### config.mk
export PLATFORM = sky130hd
export DESIGN_NAME = uart_tx_arbiter
export DESIGN_NICKNAME = d
export VERILOG_FILES = /design/src/rtl/uart_tx_arbiter.sv
export SDC_FILE = /design/constraint.sdc
export NUM_CORES = 1
export LEC_CHECK = 0
export CAP_MARGIN = 40
export CORE_UTILIZATION = 29
export DETAILED_ROUTE_END_ITERATION = 8
export PLACE_DENSITY = 0.66
export SLEW_MARGIN = 30
export SYNTH_ARGS = -nofsm -noshare
export SYNTH_HDL_FRONTEND = slang
export SYNTH_SLANG_ARGS = --single-unit
### constraint.sdc
create_clock -name i_clk -period 2.8 [get_ports i_clk]
set_input_delay 0.56 -clock i_clk [delete_from_list [all_inputs] [get_ports i_clk]]
set_output_delay 0.56 -clock i_clk [all_outputs]
set_load 0.005 [all_outputs]
### src/rtl/uart_tx_arbiter.sv
// Packet-granular round-robin arbiter that shares one uart_tx serializer between NUM_REQ requesters.
// Optional feature macro UART_ARB_HDR_EN: each granted packet is preceded by header byte HDR_BASE | index.
module uart_tx_arbiter #(
  parameter int                       NUM_REQ       = 4,
  parameter int                       NUM_DATA_BITS = 8,
  parameter int                       MAX_PKT_LEN   = 16,
  parameter logic [NUM_DATA_BITS-1:0] HDR_BASE      = 8'hA0
) (
  input  logic                             i_clk,
  input  logic                             i_rst,
  input  logic [NUM_REQ-1:0]               i_req_valid,
  input  logic [NUM_REQ*NUM_DATA_BITS-1:0] i_req_data,
  input  logic [NUM_REQ-1:0]               i_req_last,
  output logic [NUM_REQ-1:0]               o_req_ready,
  output logic [NUM_REQ-1:0]               o_grant,
  output logic [NUM_DATA_BITS-1:0]         o_tx_byte,
  output logic                             o_tx_start,
  input  logic                             i_tx_busy,
  output logic                             o_pkt_trunc
);
  localparam int               IDX_W   = $clog2(NUM_REQ);
  localparam int               CNT_W   = $clog2(MAX_PKT_LEN + 1);
  localparam logic [CNT_W-1:0] CNT_MAX = CNT_W'(MAX_PKT_LEN);

  typedef enum logic [2:0] {
    S_IDLE,
`ifdef UART_ARB_HDR_EN
    S_HDR,
`endif
    S_SEND,
    S_WAIT_BUSY,
    S_WAIT_DONE
  } state_t;

  state_t                   state, state_n;
  logic [IDX_W-1:0]         gidx, gidx_n, ptr, ptr_n, winner;
  logic [CNT_W-1:0]         count, count_n;
  logic                     last_q, last_n;
  logic [NUM_REQ-1:0]       grant_n, rot;
  logic [NUM_DATA_BITS-1:0] byte_n, sel_data;
  logic                     start_n, trunc_n, sel_valid, sel_last;
  int                       off, tmp;
`ifdef UART_ARB_HDR_EN
  logic                     hdr_q, hdr_n;
`endif

  // Rotate so bit 0 is the requester just after the last winner; lowest set bit wins.
  always_comb begin
    rot = NUM_REQ'({i_req_valid, i_req_valid} >> (ptr + 1'b1));
    off = 0;
    for (int j = NUM_REQ - 1; j >= 0; j--) begin
      if (rot[j]) off = j;
    end
    tmp = int'(ptr) + 1 + off;
    if (tmp >= NUM_REQ) tmp = tmp - NUM_REQ;
    winner = IDX_W'(tmp);
  end

  assign sel_data    = i_req_data[int'(gidx) * NUM_DATA_BITS +: NUM_DATA_BITS];
  assign sel_valid   = i_req_valid[gidx];
  assign sel_last    = i_req_last[gidx];
  assign o_req_ready = (state == S_SEND && !i_tx_busy) ? o_grant : '0;

  always_comb begin
    state_n = state;
    grant_n = o_grant;
    gidx_n  = gidx;
    ptr_n   = ptr;
    count_n = count;
    last_n  = last_q;
    byte_n  = o_tx_byte;
    start_n = 1'b0;
    trunc_n = 1'b0;
`ifdef UART_ARB_HDR_EN
    hdr_n   = hdr_q;
`endif
    case (state)
      S_IDLE: begin
        if (|i_req_valid) begin
          gidx_n  = winner;
          ptr_n   = winner;
          grant_n = NUM_REQ'(1) << winner;
`ifdef UART_ARB_HDR_EN
          state_n = S_HDR;
`else
          state_n = S_SEND;
`endif
        end
      end
`ifdef UART_ARB_HDR_EN
      S_HDR: begin
        if (!i_tx_busy) begin
          byte_n  = HDR_BASE | NUM_DATA_BITS'(gidx);
          start_n = 1'b1;
          hdr_n   = 1'b1;
          state_n = S_WAIT_BUSY;
        end
      end
`endif
      S_SEND: begin
        if (sel_valid && !i_tx_busy) begin
          byte_n  = sel_data;
          start_n = 1'b1;
          last_n  = sel_last;
          if (count != CNT_MAX) count_n = count + 1'b1;
          state_n = S_WAIT_BUSY;
        end
      end
      S_WAIT_BUSY: begin
        if (i_tx_busy) state_n = S_WAIT_DONE;
      end
      S_WAIT_DONE: begin
        if (!i_tx_busy) begin
`ifdef UART_ARB_HDR_EN
          if (hdr_q) begin
            hdr_n   = 1'b0;
            state_n = S_SEND;
          end else
`endif
          if (last_q || count == CNT_MAX) begin
            // Release; a cut without last is flagged so the sink can resync.
            grant_n = '0;
            count_n = '0;
            trunc_n = !last_q;
            state_n = S_IDLE;
          end else begin
            state_n = S_SEND;
          end
        end
      end
      default: state_n = S_IDLE;
    endcase
  end

  always_ff @(posedge i_clk) begin
    if (i_rst) begin
      state       <= S_IDLE;
      o_grant     <= '0;
      gidx        <= '0;
      ptr         <= IDX_W'(NUM_REQ - 1);
      count       <= '0;
      last_q      <= 1'b0;
      o_tx_byte   <= '0;
      o_tx_start  <= 1'b0;
      o_pkt_trunc <= 1'b0;
`ifdef UART_ARB_HDR_EN
      hdr_q       <= 1'b0;
`endif
    end else begin
      state       <= state_n;
      o_grant     <= grant_n;
      gidx        <= gidx_n;
      ptr         <= ptr_n;
      count       <= count_n;
      last_q      <= last_n;
      o_tx_byte   <= byte_n;
      o_tx_start  <= start_n;
      o_pkt_trunc <= trunc_n;
`ifdef UART_ARB_HDR_EN
      hdr_q       <= hdr_n;
`endif
    end
  end
endmodule

Word level (Yosys, flattened, before mapping)

Index checks and enable logic that the tools add are counted.

Bits in registers: 27
Bits in latches: 0
RAM bits: 0
ROM bits: 0
Input bits: 43
Output and inout bits: 18
Logic and storage cells: 75
Memories kept: 0

Add/subtract/negate cells: 5
$mul: 0
Div/mod/pow operators: 0
Order comparisons: 2
Equality and inequality tests: 11
Shift-type cells: 3
Muxes and demuxes: 26
Bitwise operators: 3
Reductions and logical operators: 16

Operators by type and width:

| kind                | count |
|---|---|
| $mux 32             | 3 |
| $add 4x32->32       | 1 |
| $ge 32x4->1 const B | 1 |
| $shiftx 32x6->8     | 1 |
| $mux 5              | 4 |
| $mux 4              | 4 |
| $mux 3              | 4 |
| $pmux 3 s4          | 1 |
| $pmux 5 s2          | 1 |
| $ne 2x2->1 const B  | 4 |
| $pmux 4 s2          | 1 |
| $reduce_and 4->1    | 2 |
| $reduce_or 4->1     | 2 |
| $shr 8x2->4         | 1 |
| $eq 3x2->1 const B  | 2 |
| $add 5x1->5 const B | 1 |
| $eq 5x5->1 const B  | 1 |
| $ne 5x5->1 const B  | 1 |
| $reduce_and 5->1    | 1 |
| $bmux 1 s2          | 2 |
| $mux 1              | 4 |
| $mux 2              | 2 |
| $ne 2x1->1 const B  | 2 |
| $reduce_and 2->1    | 2 |
| other kinds (13)    | 18 |

Longest topological paths before layout

Depth after elaboration: 12
Mapped depth: 10
Mapped depth without buffers: 10

Worst setup path after synthesis

Ideal clock, no wire load.

Kind: in2reg
Start point: in i_req_valid[1]
End point: reg o_grant[0]
Library setup time: 117 ps
Arrival: 2,166 ps
Data required time: 2,683 ps
Path slack: 517 ps
Cell stages on the path: 8
Path buffers: 1
Cell sequence: buf_2 or4_1 o221ai_1 ha_1 xnor2_1 xnor2_1 xnor2_2 a32o_1

Word-level cells in the longest chain between the ends: 11
Elaborated cells on any way between the ends: 15
Those cells by class: add/sub (2); order compare (1); eq/ne (1); shift (2); mux (7); reduce/logical (2)

RTL lines:

| item                                              | line | RTL |
|---|---|---|
| start, declared                                   | 11   | `input logic [NUM_REQ-1:0] i_req_valid,` |
| $shr 8x2->4                                       | 49   | `rot = NUM_REQ'({i_req_valid, i_req_valid} >> (ptr + 1'b1));` |
| $mux 2                                            | 52   | `if (rot[j]) off = j;` |
| $mux 32 (3 in series)                             | 52   |  |
| $add 4x32->32                                     | 54   | `tmp = int'(ptr) + 1 + off;` |
| $ge 32x4->1 / $sub 2x1->2 (equally long branches) | 55   | `if (tmp >= NUM_REQ) tmp = tmp - NUM_REQ;` |
| $mux 2                                            | 55   |  |
| $shl 1x2->4                                       | 82   | `grant_n = NUM_REQ'(1) << winner;` |
| $mux 4                                            | 79   | `if (\|i_req_valid) begin` |
| $pmux 4 s2                                        | 77   | `case (state)` |
| end signal, assigned                              | 151  | `o_grant <= grant_n;` |
| end, declared                                     | 15   | `output logic [NUM_REQ-1:0] o_grant,` |

Parallel ways exist; a longest one is shown, timed or not. The select of a mux whose other input is x is not followed.
A chain may end at the register's enable or synchronous reset.

Worst setup path in the final report

Start point: reg state[1]
End point: out o_req_ready[3]

Word-level cells in the longest chain between the ends: 3

RTL lines:

| item                   | line | RTL |
|---|---|---|
| start, declared        | 35   | `state_t state, state_n;` |
| start signal, assigned | 150  | `state <= state_n;` |
| $eq 3x1->1             | 62   | `assign o_req_ready = (state == S_SEND && !i_tx_busy) ? o_grant : '0;` |
| $logic_and 1x1->1      | 62   |  |
| $mux 4                 | 62   |  |
| end, declared          | 14   | `output logic [NUM_REQ-1:0] o_req_ready,` |

No other way between the ends.

==> summary.md <==
| Metric | Value |
|---|---|
| RR Endpoint | count[0]$_SDFFE_PP0P_ |
| R2R Path Start | state[1]$_SDFFE_PP0P_ |
| Final cell count without fillers | 318 |
| Worst hold start | o_grant[2]$_SDFFE_PP0P_ |
| Clk buf depth | 2 |
| Diode count | 0 |
| Setup Crit Path Kind | flop to primary output |
| Ports | 61 |
| Post-route clock period utilization | 0.9425 |
| Max-cap violations | 0 |
| Post-synthesis adder-cell area fraction | 0.05162 |
| Root buffer cell | clkbuf_8 |
| Crit start category | flop |
| IO buf count | 60 |
| Fin Hold WS | between 0.4 and 0.5 ns |
| Pre-CTS setup slack | 0.05318 ns |
| Synth Area in XOR/XNOR | 0.01991 |
| DRT Pass-1 Iters | 4 |
| Max incr delay on CP | 0.49 ns |
| Std-Cell Rows | 27 |
| Via count | 1637 |
| Delay-heaviest family, CP | buffers and inverters |
| Sink Count | 26 |
| R2R depth | 7 |
| Fillers | 556 |
| Compound-Gate Fraction of Synth Area | 0.1674 |
| Initial core utilization | 0.3044 |
| Final ANT Viol Nets | 0 |
| Overflow after GRT | 0 |
| EDFF count, synth | 0 |
| Postcts setup bufs | 0 |
| Final Hold Fails | 0 |
| Least-Margin Pin Slew | 0.6196 ns |
| Reg2reg setup slack | around 0.71 ns |
| # setup viols final | 0 |
| Setup TNS | 0 ns |
| Gr usage total | 0.1444 |
| Most used DFF post-synth | dfxtp_1 |
| P per Cell Area | 648.4 nW/µm² |
| CP endpoint kind | primary output |
| Hold Path Stages | 1 |
| Seq cells post-synth | 26 |
| Critical Path RT | 2.24 ns |
| Mean Syn Cell Area | about 9.4 µm² |
| CTS tree | done |
| Arrival @ worst endpoint | 2.08 ns |
| Initial drt markers | 133 |
| Post-synth top area share | 0.3068 |
| WL/cell | roughly 13 µm |
| Hold-fix buffers, CTS | 0 |
| Final worst slack | 0.1611 ns |
| Largest net degree at the start of global routing | 17 |
| Post-DP HPWL | 3.237 mm |
| Routed WL | 4.084 mm |
| Worst-path fanout max | 10 |
| Final Critical Period | ~2.6 ns |
| Hold endpoint | o_grant[2]$_SDFFE_PP0P_ |
| Die Area | 6161 µm² |
| # placed instances | 314 |
| Headroom to the max-slew limit | 0.5857 |
| Post-route DRC | 0 |
| Area Growth Syn to Fin | 47.42% |
| Clock latency on the worst-skew pair | about 0.27 ns |
| Routability congestion estimate | 0.8572 |
| Num CTS Buffers | 3 |
| Final Slew Violations | 0 |
| Seq/Total Area, Yosys | 0.3068 |
| Syn. warnings | 0 |
| Status | complete, no violations |
| Largest area contributor in the netlist | dfxtp_1 |
| Simple-Gate Fraction of Synth Area | 0.1873 |
| Multi-input gate area | 1091 µm² |
| Synth Instances | 180 |
| Vias in the first global route | roughly 1.6k |
| Library cells used by synthesis | 47 |
| Via density | around 5.1 |
| Skew final | 0.004146 ns |
| Pleak | slightly below 1 nW |
| CTS resizes | 0 |
| H-Tree Depth | 1 |
| Sequential Area | between 500 and 600 µm² |
| Syn_nets | 230 |
| Max Clock Freq | between 0.3 and 0.4 GHz |
| Worst path slowest cell | clkdlybuf4s50_1 |
| Chip width | ~80 µm |
| Async S/R FF share, synth | 0 |
| Core area | 5574 µm² |
| Worst min path class | flop to flop |
| RSZ-0062 raised after global routing | no |
| Worst-path clk slew | 0.09 ns |
| Die height | between 70 and 80 µm |
| Post-synthesis mux area share | 0.2168 |
| Antenna violations before repair | 0 |
| Post-synthesis instance area | 1697 µm² |
| Layout cells sized above 1 | 0.1504 |
| Largest family of logic cells by synthesized area | multiplexers |
| Layout Nets | 297 |
| CP bufs+invs | 2 |
| First-pass GRT wire length | 7.134 mm |
| CP Cell Sequence | inv_1 -> ha_1 -> nor2b_1 -> and2_1 -> clkdlybuf4s50_1 |
| Synth area leaders | dfxtp_1 (31%), mux4_2 (13%), mux2i_1 (7.1%) |
| Max VDD drop | 0.2864 mV |
==> worst max-delay path by stage <==
stage               cells after the start  slack [ns]             startpoint                       to
floorplan                               8        0.52         i_req_valid[1]  o_grant[0]$_SDFFE_PP0P_
global placement                        8        0.10         i_req_valid[1]  o_grant[0]$_SDFFE_PP0P_
detailed placement                      8        0.05         i_req_valid[1]  o_grant[0]$_SDFFE_PP0P_
CTS                                     5        0.15  state[1]$_SDFFE_PP0P_           o_req_ready[3]
global route                            5       0.003  state[1]$_SDFFE_PP0P_           o_req_ready[0]
finish                                  5        0.16  state[1]$_SDFFE_PP0P_           o_req_ready[3]
==> synthesized netlist by cell type, drive strengths merged (2+ instances only) <==
| master | instances |
|---|---|
| o32ai | 3 |
| o211ai | 2 |
| mux2 | 2 |
| nand4 | 2 |
| ha | 7 |
| xnor2 | 3 |
| and2 | 6 |
| o22ai | 2 |
| nand3 | 4 |
| nor3 | 6 |
| nand2b | 2 |
| inv | 10 |
| o21ai | 5 |
| buf | 6 |
| or3 | 2 |
| dfxtp | 26 |
| mux2i | 12 |
| a211oi | 4 |
| or2 | 3 |
| o2bb2ai | 2 |
| nor2 | 22 |
| mux4 | 10 |
| a21oi | 4 |
| clkbuf | 4 |
| nand2 | 13 |
==> report_power, final <==
| group | internal [mW] | leakage, nW | switching (mW) | total (mW) |
|---|---|---|---|---|
| sequential | 0.433 | 0.212 | 0.0543 | 0.487 |
| clock | 0.191 | 0.0357 | 0.120 | 0.311 |
| combinational | 0.433 | 0.718 | 0.391 | 0.824 |
==> layer usage <==
| layer | global-route usage | part of all wire | vias to the layer above |
|---|---|---|---|
| met3 | 0.04186 | 0.074 | 4 |
| met4 | 0.03704 | 0.0047 | 0 |
| li1 | - | - | 798 |
| met1 | 0.1764 | 0.45 | 771 |
| met5 | 0 | 0 | - |
| met2 | 0.2474 | 0.47 | 64 |
==> state kept, by name, indices dropped and copies added, names as in the netlist <==
| name | cells |
|---|---|
| o_tx_start | 1 |
| o_pkt_trunc | 1 |
| gidx | 2 |
| state | 2 |
| count | 5 |
| last_q | 1 |
| o_tx_byte | 8 |
| o_grant | 4 |
| ptr | 2 |
==> final cells by class <==
class	instances	share of cell area
Sequential cell	26	0.2081
Tap cell	72	0.03602
Clock inverter	1	0.01201
Timing Repair Buffer	72	0.2761
Clock buffer	3	0.01651
Inverter	10	0.01501
Multi-Input combinational cell	134	0.4362
==> placed cells by master, fill, tap and decap left out, types with 6 or more instances in the layout <==
master | netlist | routed
and2_1 | 6 | 6
buf_4 | 1 | 12
clkdlybuf4s50_1 | 0 | 60
dfxtp_1 | 26 | 26
ha_1 | 7 | 7
inv_1 | 9 | 9
mux2i_1 | 12 | 12
mux4_2 | 10 | 10
nand2_1 | 13 | 13
nor2_1 | 22 | 22
nor3_1 | 6 | 6
==> per-stage QoR <==
stage / area (µm²) / util / power (mW)
floorplan: 1697 / - / 1.059
CTS: 2501 / 0.4487 / 1.638
global placement: 2430 / 0.4359 / 1.300
finish: 2501 / 0.4487 / 1.622
global route: 2501 / 0.4487 / 1.747
detailed placement: 2430 / 0.4359 / 1.320
==> logic make-up (layout without fill, tap and decap cells) <==
kind of cell,count (synthesis),after routing
and+or+nand+nor,65,65
AOI/OAI and AO/OA,35,35
DFF,26,26
muxes,24,24
buffers and inverters,20,86
adders and majority gates,7,7
xor gates and xnor gates,3,3
Power figures use the tool's default switching activity.
